--- config.mk ---
export PLATFORM = sky130hd
export DESIGN_NAME = eth_cfg_loader
export DESIGN_NICKNAME = d
export VERILOG_FILES = /design/src/rtl/eth_cfg_pkg.sv /design/src/rtl/eth_cfg_pacer.sv /design/src/rtl/eth_cfg_loader.sv
export SDC_FILE = /design/constraint.sdc
export NUM_CORES = 1
export LEC_CHECK = 0
export ABC_AREA = 0
export ABC_CLOCK_PERIOD_IN_PS = 3950
export CORE_MARGIN = 2
export CORE_UTILIZATION = 30
export DETAILED_ROUTE_END_ITERATION = 10
export PLACE_DENSITY = 0.59
export SETUP_SLACK_MARGIN = 0.1
export SYNTH_ARGS = -nofsm -noshare
export SYNTH_HDL_FRONTEND = slang
export SYNTH_SLANG_ARGS = --single-unit
--- constraint.sdc ---
create_clock -name cfg_clk -period 3.95 [get_ports cfg_clk]
set_input_delay 0.79 -clock cfg_clk [delete_from_list [all_inputs] [get_ports cfg_clk]]
set_output_delay 0.79 -clock cfg_clk [all_outputs]
set_load 0.01 [all_outputs]
--- src/rtl/eth_cfg_pkg.sv ---
// Shared constants, state encoding and byte-selection helpers for the
// Ethernet configuration loader.
package eth_cfg_pkg;

    localparam int MACIP_MEM_SZ = 10;
    localparam int UDP_MEM_SZ   = 16;
    localparam int LOAD_STROBES = 27;

    localparam logic SEL_MACIP = 1'b0;
    localparam logic SEL_UDP   = 1'b1;

    typedef enum logic [2:0] {
        ST_IDLE  = 3'd0,
        ST_PRE   = 3'd1,
        ST_MACIP = 3'd2,
        ST_UDP   = 3'd3,
        ST_FIN   = 3'd4
    } state_t;

    // Byte idx of the packed {mac, ip} shadow, most significant byte first.
    function automatic logic [7:0] macip_byte(input logic [79:0] bytes, input logic [3:0] idx);
        return bytes[8*(MACIP_MEM_SZ-1-int'(idx)) +: 8];
    endfunction

    // Byte idx of the UDP port table: even index = high byte of port idx/2.
    function automatic logic [7:0] udp_byte(input logic [127:0] ports, input logic [3:0] idx);
        return ports[16*int'(idx[3:1]) + (idx[0] ? 0 : 8) +: 8];
    endfunction

endpackage

--- src/rtl/eth_cfg_pacer.sv ---
// Strobe pacer: while enabled, fires once every GAP+1 cycles. The counter
// is held at zero while disabled, so the first fire after enable is immediate.
module eth_cfg_pacer #(
    parameter int GAP = 0
) (
    input  logic i_clk,
    input  logic i_rst_n,
    input  logic i_en,
    output logic o_fire
);

    localparam logic [3:0] GAP_L = 4'(GAP);

    logic [3:0] r_cnt;

    assign o_fire = i_en && (r_cnt == 4'd0);

    // Gap down-counter: reload after each fire, park at zero when idle.
    always_ff @(posedge i_clk or negedge i_rst_n) begin
        if (!i_rst_n) begin
            r_cnt <= 4'd0;
        end else if (!i_en) begin
            r_cnt <= 4'd0;
        end else if (o_fire) begin
            r_cnt <= GAP_L;
        end else begin
            r_cnt <= r_cnt - 4'd1;
        end
    end

endmodule

--- src/rtl/eth_cfg_loader.sv ---
// Streams the MAC/IP and UDP-port memories into the GTX Ethernet bridge
// configuration port. A leading UDP-select strobe forces the bridge's
// select history so both real phases start on a select switch (address 0).
// Outputs are registered from the next-state view, so each strobe and its
// select/data appear in the same cycle the FSM reports that phase.
module eth_cfg_loader
    import eth_cfg_pkg::*;
#(
    parameter int GAP        = 0,
    parameter bit AUTO_START = 1'b1
) (
    input  logic         cfg_clk,
    input  logic         cfg_rst_n,
    input  logic         start,
    input  logic [47:0]  mac,
    input  logic [31:0]  ip,
    input  logic [127:0] udp_ports,
    output logic         cfg_valid,
    output logic         cfg_mem_sel,
    output logic [7:0]   cfg_wdata,
    output logic         cfg_enable_rx,
    output logic         busy,
    output logic         done,
    output logic [7:0]   load_count
);

    state_t         r_state;
    state_t         w_state_nxt;
    logic [3:0]     r_idx;
    logic [3:0]     w_idx_nxt;
    logic           r_first;
    logic [79:0]    r_macip;
    logic [127:0]   r_udp;
    logic           r_valid;
    logic           r_sel;
    logic [7:0]     r_wdata;
    logic           r_en_rx;
    logic           r_busy;
    logic           r_done;
    logic [7:0]     r_count;
    logic           w_accept;
    logic           w_pace_en;
    logic           w_fire;
    logic           w_sel_nxt;
    logic [7:0]     w_byte_nxt;

    // r_first marks the first cycle after reset for the auto-start load.
    assign w_accept  = (r_state == ST_IDLE) && (start || (AUTO_START && r_first));
    assign w_pace_en = (w_state_nxt == ST_PRE) || (w_state_nxt == ST_MACIP) ||
                       (w_state_nxt == ST_UDP);

    eth_cfg_pacer #(.GAP(GAP)) u_pacer (
        .i_clk   (cfg_clk),
        .i_rst_n (cfg_rst_n),
        .i_en    (w_pace_en),
        .o_fire  (w_fire)
    );

    // State register.
    always_ff @(posedge cfg_clk or negedge cfg_rst_n) begin
        if (!cfg_rst_n) r_state <= ST_IDLE;
        else            r_state <= w_state_nxt;
    end

    // Next state: a phase ends when its last byte is on the bus this cycle.
    always_comb begin
        w_state_nxt = r_state;
        unique case (r_state)
            ST_IDLE:  if (w_accept) w_state_nxt = ST_PRE;
            ST_PRE:   if (r_valid) w_state_nxt = ST_MACIP;
            ST_MACIP: if (r_valid && (r_idx == 4'(MACIP_MEM_SZ-1))) w_state_nxt = ST_UDP;
            ST_UDP:   if (r_valid && (r_idx == 4'(UDP_MEM_SZ-1))) w_state_nxt = ST_FIN;
            ST_FIN:   w_state_nxt = ST_IDLE;
            default:  w_state_nxt = ST_IDLE;
        endcase
    end

    // Next strobe contents, chosen from the phase the next cycle belongs to.
    always_comb begin
        w_idx_nxt  = (w_state_nxt != r_state) ? 4'd0 :
                     (r_valid ? r_idx + 4'd1 : r_idx);
        w_sel_nxt  = r_sel;
        w_byte_nxt = r_wdata;
        unique case (w_state_nxt)
            ST_PRE: begin
                w_sel_nxt  = SEL_UDP;
                w_byte_nxt = w_accept ? udp_ports[15:8] : r_udp[15:8];
            end
            ST_MACIP: begin
                w_sel_nxt  = SEL_MACIP;
                w_byte_nxt = macip_byte(r_macip, w_idx_nxt);
            end
            ST_UDP: begin
                w_sel_nxt  = SEL_UDP;
                w_byte_nxt = udp_byte(r_udp, w_idx_nxt);
            end
            default: ;
        endcase
    end

    // Byte index, first-cycle flag and shadow copies of the configuration.
    always_ff @(posedge cfg_clk or negedge cfg_rst_n) begin
        if (!cfg_rst_n) begin
            r_idx   <= 4'd0;
            r_first <= 1'b1;
            r_macip <= '0;
            r_udp   <= '0;
        end else begin
            r_idx   <= w_idx_nxt;
            r_first <= 1'b0;
            if (w_accept) begin
                r_macip <= {mac, ip};
                r_udp   <= udp_ports;
            end
        end
    end

    // Registered outputs; select and data hold between strobes.
    always_ff @(posedge cfg_clk or negedge cfg_rst_n) begin
        if (!cfg_rst_n) begin
            r_valid <= 1'b0;
            r_sel   <= 1'b0;
            r_wdata <= 8'd0;
            r_en_rx <= 1'b0;
            r_busy  <= 1'b0;
            r_done  <= 1'b0;
            r_count <= 8'd0;
        end else begin
            r_valid <= w_fire;
            if (w_fire) begin
                r_sel   <= w_sel_nxt;
                r_wdata <= w_byte_nxt;
            end
            r_busy <= (w_state_nxt != ST_IDLE);
            r_done <= (w_state_nxt == ST_FIN);
            if (w_accept)                    r_en_rx <= 1'b0;
            else if (w_state_nxt == ST_FIN)  r_en_rx <= 1'b1;
            if (w_state_nxt == ST_FIN)       r_count <= r_count + 8'd1;
        end
    end

    assign cfg_valid     = r_valid;
    assign cfg_mem_sel   = r_sel;
    assign cfg_wdata     = r_wdata;
    assign cfg_enable_rx = r_en_rx;
    assign busy          = r_busy;
    assign done          = r_done;
    assign load_count    = r_count;

endmodule

==> impl_results.rst, run 1 <==
.. list-table::
   :header-rows: 1

   * - Metric
     - Value
   * - Status
     - completed
   * - GR met1 Demand/Resource
     - 25.49%
   * - Power per Cell Area
     - 955.6 nW/um^2
   * - Final Setup Violations
     - 0
   * - Drt first pass iters
     - 5
   * - Max-cap violation count
     - 0
   * - Clock skew after layout
     - 0.01525 ns
   * - Average wire length per cell after detail routing
     - 21.60 um
   * - Path type of the worst min-delay path
     - primary input to async pin
   * - Routability cong.
     - 0.8827
   * - Maximum level of the CTS H-tree
     - 1
   * - Antenna violations before repair
     - 0
   * - Clock latency on the worst-skew pair
     - 0.55 ns
   * - Design Power
     - 14.59 mW
   * - Max Slew Vio Count
     - 0
   * - Quantity of hold-fixing buffers added after cts
     - 0
   * - Number of I/O port buffers
     - 231
   * - Remaining number of nets flagged by the antenna check after routing
     - 0
   * - Number of library cell types mapped by synthesis
     - 73
   * - Part of the Yosys area used for sequential elements
     - 53.39%
   * - Pin count of the biggest net entering global routing
     - 107
   * - Diodes inserted
     - 0
   * - Leak
     - 6.207 nW
   * - Width of the die
     - 198.1 um
   * - Clock root buffer
     - clkbuf_16
   * - Crit Reg-Reg Endpoint
     - cfg_wdata[1]
   * - Worst Hold Slack
     - 0.2524 ns
   * - Cell depth of the worst flop-to-flop path
     - 11
   * - Clock buffers created by TritonCTS
     - 28
   * - Average vias per placed instance
     - 5.044
   * - Number of cells upsized or downsized after cts
     - 0
   * - Maximum vdd ir drop
     - 0.0005420 V
   * - Met2 Resource Use GR
     - 29.53%
   * - Worst slack after detailed placement
     - 0.2510 ns
   * - Nets@finish
     - 1371
   * - Highest Clock Rate
     - 0.2953 GHz
   * - Transition time of the tightest slew-check pin
     - 0.8884 ns
   * - Setup slack of the critical path after layout
     - 0.5636 ns
   * - Hold Vio Cnt, Final
     - 0
   * - Slew Limit Headroom
     - 40.77%
   * - Post-route cell area
     - 15270 sq um
   * - Startpoint type of the worst setup path
     - register
   * - Gate count of the mapped netlist
     - 913
   * - Yosys warns
     - 0
   * - Die area
     - 39230 sq um
   * - Crit path required time
     - 4.42 ns
   * - Placed instance area
     - 14330 sq um
   * - Initial core utilization
     - 30.21%
   * - Number of global-route vias before repair
     - 8724
   * - Syn Area/Cell
     - 12.37 sq um
   * - Reg2reg setup slack
     - 0.56 ns
   * - Clock net sink count
     - 241
   * - Post-CTS repair timing setup buffer count
     - 0
   * - CP max FO
     - 8
   * - Count of flip-flops with a built-in enable after synthesis
     - 0
   * - Number of placement rows
     - 71
   * - Total global routing track utilization
     - 18.53%
   * - Global-route track usage on met3
     - 3.441%
   * - Capturing element type of the critical path
     - register
   * - Number of design rule violations left after detail routing
     - 0
   * - Clock tree from TritonCTS
     - built
   * - DP Wirelength
     - 27.39 mm
   * - Synthesized netlist net count
     - 1129
   * - Setup TNS Final
     - 0 ns
   * - Chip height
     - 198.1 um
   * - Fraction of layout cells with a size suffix above 1
     - 26.08%
   * - Buffer levels on the longest clock path
     - 3
   * - Initial DRC Count
     - 498
   * - Reg-to-Reg Start
     - r_idx[1]
   * - I/O pin cnt
     - 232
   * - Area added between synthesis and finish
     - 35.14%
   * - Endpoint arrival time on the critical path
     - 3.86 ns
   * - Sum of overflow across all layers after global routing
     - 0
   * - Worst-path clk slew
     - 0.06 ns
   * - Final worst-path cycle share
     - 85.73%
   * - Detailed-route via count
     - 8514
   * - Period minus WS final
     - 3.386 ns
   * - Register bit count reported by yosys
     - 241
   * - Critical Setup Path Class
     - register to register
   * - Busiest layer in global routing
     - met2
   * - Combined area of all synthesized cells
     - 11300 sq um
   * - Top FF cell, synth
     - dfrtp_1
   * - Total detailed-routing wirelength
     - 36.46 mm
   * - Unrepaired setup endpoints after global routing
     - no
   * - Core Area
     - 37400 sq um
   * - First-pass GRT wire length
     - 54.28 mm
   * - Share of synthesized flip-flops with an asynchronous set or reset
     - 100.0%
[per-stage QoR]
stage,util [%],instances
after detailed placement,38.30,1636
final,40.83,1688
after CTS,40.83,1688
after floorplan,-,913
after global routing,40.83,1688
after global placement,38.30,1636
[report_power, final]
group / leakage (nW) / total, mW / switching, mW / internal [mW]
Clock: 0.470 / 2.64 / 1.06 / 1.58
Sequential: 2.87 / 4.55 / 0.858 / 3.69
Combinational: 2.86 / 7.40 / 4.05 / 3.35
[kinds of logic (layout without fill, tap and decap cells)]
family,after synthesis,in the layout,synth area share (%)
muxes,242,242,23.91
and+or+nand+nor,180,180,7.641
other,1,1,0.03319
xor gates and xnor gates,9,9,0.6977
adders and majority gates,5,5,0.5537
DFF,241,241,53.39
buffers and inverters,77,341,3.112
AOI/OAI and AO/OA,158,158,10.66
[state kept, by name (all words and copies together) (netlist names), 3 cells and up]
register / flops
r_idx: 4
r_udp: 128
cfg_wdata: 8
u_pacer.r_cnt: 4
r_state: 3
r_macip: 80
load_count: 8
[synthesized netlist by cell type (all sizes together), types with 13 or more instances]
cell / n / area (sq um)
inv: 21 / 78.83
nand2: 81 / 304.0
nor2: 22 / 85.09
nand3: 19 / 95.09
nor3: 14 / 70.07
a31oi: 13 / 81.33
a221oi: 14 / 122.6
dfrtp: 240 / 6006
mux2: 203 / 2286
o21ai: 25 / 125.1
a21oi: 20 / 103.9
mux2i: 37 / 370.4
buf: 46 / 230.2
[metal layers]
layer	vias to the layer above	wire length [um]	share of wire, %
li1	3872	-	-
met1	4278	16460	45
met2	300	16770	46
met3	64	2039	5.6
met4	0	1193	3.3
met5	-	0	0
[worst max-delay path: stages (launching register included)]
cell and delay [ns]:
dfrtp_1 0.45, ha_1 0.29, and4_4 0.24, a221o_1 0.44, a21oi_2 0.22, and2_1 0.18
inv_1 0.07, ha_1 0.35, inv_1 0.22, mux4_2 0.36, or3_1 0.37, a41oi_2 0.13
[worst max-delay path by stage]
stage | from | to | cells after the start
floorplan | r_idx[0] | cfg_wdata[6] | 12
global route | r_state[0] | cfg_wdata[2] | 10
finish | r_idx[1] | cfg_wdata[1] | 11
global placement | start | cfg_wdata[1] | 11
CTS | r_idx[1] | cfg_wdata[1] | 11
detailed placement | start | cfg_wdata[1] | 11
[layout by cell type, fill, tap and decap left out, types with 14 or more instances in the layout]
cell	count
a21oi_1	19
a221oi_1	14
buf_4	30
clkbuf_16	29
clkdlybuf4s50_1	230
dfrtp_1	240
inv_1	19
mux2_2	203
mux2i_1	37
nand2_1	81
nand3_1	19
nor2_1	21
o21ai_0	22
[area by class of cell]
class	count	area [sq um]
fillers	3547	22130
repair buffers	266	2643
well taps	511	639.4
inverters	23	91.34
clock inverters	12	116.4
multi-input cells	595	4920
flip-flops and latches	241	6032
clock buffers	40	827.0
Note: power is estimated with default switching activity, not from simulation.
==> inputs of run 2 (changes only) <==
Settings changed: CORE_ASPECT_RATIO set to 0.9.
==> run 2 against run 1 <==
  * Clock power decreased by 7.6%
  * Worst setup slack got worse by 0.17 ns
  * Die area about the same
  * Critical path type unchanged
  * Total power decreased by 0.34%
  * Maximum frequency decreased by 4.7%
  * Hold slack got worse by 0.027 ns
  * Combinational power increased by 3%
  * Utilization decreased by 0.21 points
==> impl_results.rst, run 2 (synthesis gave the netlist of run 1 again) <==
.. list-table::
   :header-rows: 1

   * - Metric
     - Value
   * - Status
     - completed (unchanged)
   * - Worst-path clk slew
     - 0.06 ns (about the same)
   * - Antenna violations before repair
     - 10 (was 0)
   * - Placed instance area
     - 14280 sq um (was 14330 sq um)
   * - Post-Route Utilization
     - 40.61% (was 40.83%)
   * - Slew Limit Headroom
     - 25.96% (was 40.77%)
   * - Initial DRC Count
     - 640 (was 498)
   * - Transition time of the tightest slew-check pin
     - 1.111 ns (was 0.8884 ns)
   * - First-pass GRT wire length
     - 56.01 mm (was 54.28 mm)
   * - Final Setup Violations
     - 0 (unchanged)
   * - Core Area
     - 37220 sq um (was 37400 sq um)
   * - Total detailed-routing wirelength
     - 37.44 mm (was 36.46 mm)
   * - Period minus WS final
     - 3.554 ns (was 3.386 ns)
   * - Width of the die
     - 208.6 um (was 198.1 um)
   * - Number of placement rows
     - 67 (was 71)
   * - Max Slew Vio Count
     - 0 (unchanged)
   * - Finished Layout Cells
     - 1653 (was 1688)
   * - Sum of overflow across all layers after global routing
     - 0 (unchanged)
   * - Sequential standard cell area
     - 6032 sq um (unchanged)
   * - DP Cell Count
     - 1608 (was 1636)
   * - Setup slack of the critical path after layout
     - 0.3955 ns (was 0.5636 ns)
   * - Number of I/O port buffers
     - 231 (unchanged)
   * - Post-CTS repair timing setup buffer count
     - 0 (unchanged)
   * - Drt first pass iters
     - 11 (was 5)
   * - Number of design rule violations left after detail routing
     - 0 (unchanged)
   * - Area of the multi-input gates
     - 4920 sq um (unchanged)
   * - Worst Hold Slack
     - 0.2254 ns (was 0.2524 ns)
   * - Most frequent cells in the layout
     - dfrtp_1, clkdlybuf4s50_1, mux2_2 (unchanged)
   * - Worst slack after detailed placement
     - 0.1256 ns (was 0.2510 ns)
   * - Highest Clock Rate
     - 0.2813 GHz (was 0.2953 GHz)
   * - CP max FO
     - 8 (unchanged)
   * - I/O pin cnt
     - 232 (unchanged)
   * - Chip height
     - 188.1 um (was 198.1 um)
   * - Clock skew after layout
     - 0.01001 ns (was 0.01525 ns)
   * - Capturing element type of the critical path
     - register (unchanged)
   * - Leak
     - 6.149 nW (was 6.207 nW)
   * - Quantity of hold-fixing buffers added after cts
     - 0 (unchanged)
   * - Maximum vdd ir drop
     - 0.0004662 V (was 0.0005420 V)
   * - Critical Setup Path Class
     - register to register (unchanged)
   * - Detailed-route via count
     - 8590 (was 8514)
   * - Endpoint arrival time on the critical path
     - 4.02 ns (was 3.86 ns)
   * - Routability cong.
     - 0.9338 (was 0.8827)
   * - Startpoint type of the worst setup path
     - register (unchanged)
   * - Top Registers
     - r_udp: 128 flops, r_macip: 80 flops (unchanged)
   * - Clock net sink count
     - 241 (unchanged)
   * - Design Power
     - 14.54 mW (was 14.59 mW)
   * - Die area
     - 39230 sq um (about the same)
   * - Number of cells upsized or downsized after cts
     - 0 (unchanged)
   * - Number of global-route vias before repair
     - 8828 (was 8724)
   * - Flip-flop count of the largest register, all copies and words added
     - 128 (unchanged)
   * - Maximum level of the CTS H-tree
     - 1 (unchanged)
   * - Average vias per placed instance
     - 5.197 (was 5.044)
   * - Clock root buffer
     - clkbuf_16 (unchanged)
   * - Path type of the worst min-delay path
     - primary input to async pin (unchanged)
   * - Area added between synthesis and finish
     - 33.80% (was 35.14%)
   * - Clock buffers created by TritonCTS
     - 26 (was 28)
   * - Clock tree from TritonCTS
     - built (unchanged)
   * - Nets@finish
     - 1369 (was 1371)
   * - Most flop-heavy register
     - r_udp (unchanged)
   * - Fraction of layout cells with a size suffix above 1
     - 25.41% (was 26.08%)
   * - Crit path required time
     - 4.41 ns (was 4.42 ns)
   * - Hold Vio Cnt, Final
     - 0 (unchanged)
   * - Clock latency on the worst-skew pair
     - 0.54 ns (was 0.55 ns)
   * - Post-route cell area
     - 15120 sq um (was 15270 sq um)
   * - Initial core utilization
     - 30.35% (was 30.21%)
   * - DP Wirelength
     - 27.81 mm (was 27.39 mm)
   * - Setup TNS Final
     - 0 ns (unchanged)
   * - Remaining number of nets flagged by the antenna check after routing
     - 0 (unchanged)
   * - Filler cells
     - 3589 (was 3547)
   * - Power per Cell Area
     - 961.8 nW/um^2 (was 955.6 nW/um^2)
   * - Max-cap violation count
     - 0 (unchanged)
   * - Most common library cell in the layout ignoring fill and taps
     - dfrtp_1 (unchanged)
   * - Total global routing track utilization
     - 18.94% (was 18.53%)
   * - Pin count of the biggest net entering global routing
     - 88 (was 107)
   * - Buffer levels on the longest clock path
     - 3 (unchanged)
   * - Final worst-path cycle share
     - 89.99% (was 85.73%)
   * - Average wire length per cell after detail routing
     - 22.65 um (was 21.60 um)
   * - Unrepaired setup endpoints after global routing
     - no (unchanged)
run 2: cell types whose count changed in the layout (fill, tap and decap cells not counted):
cell / delta
diode_2: +1
clkinv_4: -1
buf_12: -1
buf_4: +1
clkbuf_8: -2
clkbuf_1: +2
clkinvlp_4: -1
clkbuf_16: -2
clkinv_2: -4
run 2: final timing paths:
check                                 start                to  slack, ns  cells after the start
min reg2reg                u_pacer.r_cnt[0]  u_pacer.r_cnt[0]       0.46                      1
max                                r_idx[0]      cfg_wdata[1]       0.40                     11
min in group cfg_clk       u_pacer.r_cnt[0]  u_pacer.r_cnt[0]       0.46                      1
min                               cfg_rst_n       r_macip[43]       0.23                      1
max in group asynchronous         cfg_rst_n        r_udp[126]       2.80                      2
max reg2reg                        r_idx[0]      cfg_wdata[1]       0.40                     11
run 2: area by class of cell:
cell class | count | area share [%]
Multi-Input combinational cell | 595 | 32.54
Tap cell | 483 | 3.998
Inverter | 23 | 0.6042
Antenna cell | 1 | 0.01655
Timing Repair Buffer | 266 | 17.40
Clock inverter | 6 | 0.5297
Clock buffer | 38 | 5.007
Sequential cell | 241 | 39.90
run 2: where the power goes:
part	switching, mW	internal (mW)	total, mW
sequential	0.815	3.69	4.51
combinational	4.26	3.34	7.59
clock	0.995	1.45	2.44
run 2: metal layers:
layer	GRT usage, %	part of all wire [%]	vias up
li1	-	-	3849
met1	25.71	44	4306
met2	29.38	45	341
met3	5.560	7.7	78
met4	5.440	2.8	16
met5	0	0.31	-
run 2: worst max-delay path: stages (launching register included):
cell and delay (ns):
dfrtp_1 0.45, ha_1 0.31, and4_4 0.25, a221o_1 0.45, a21oi_2 0.24, and2_1 0.20
inv_1 0.07, ha_1 0.42, inv_1 0.27, mux4_2 0.34, or3_1 0.35, a41oi_2 0.14
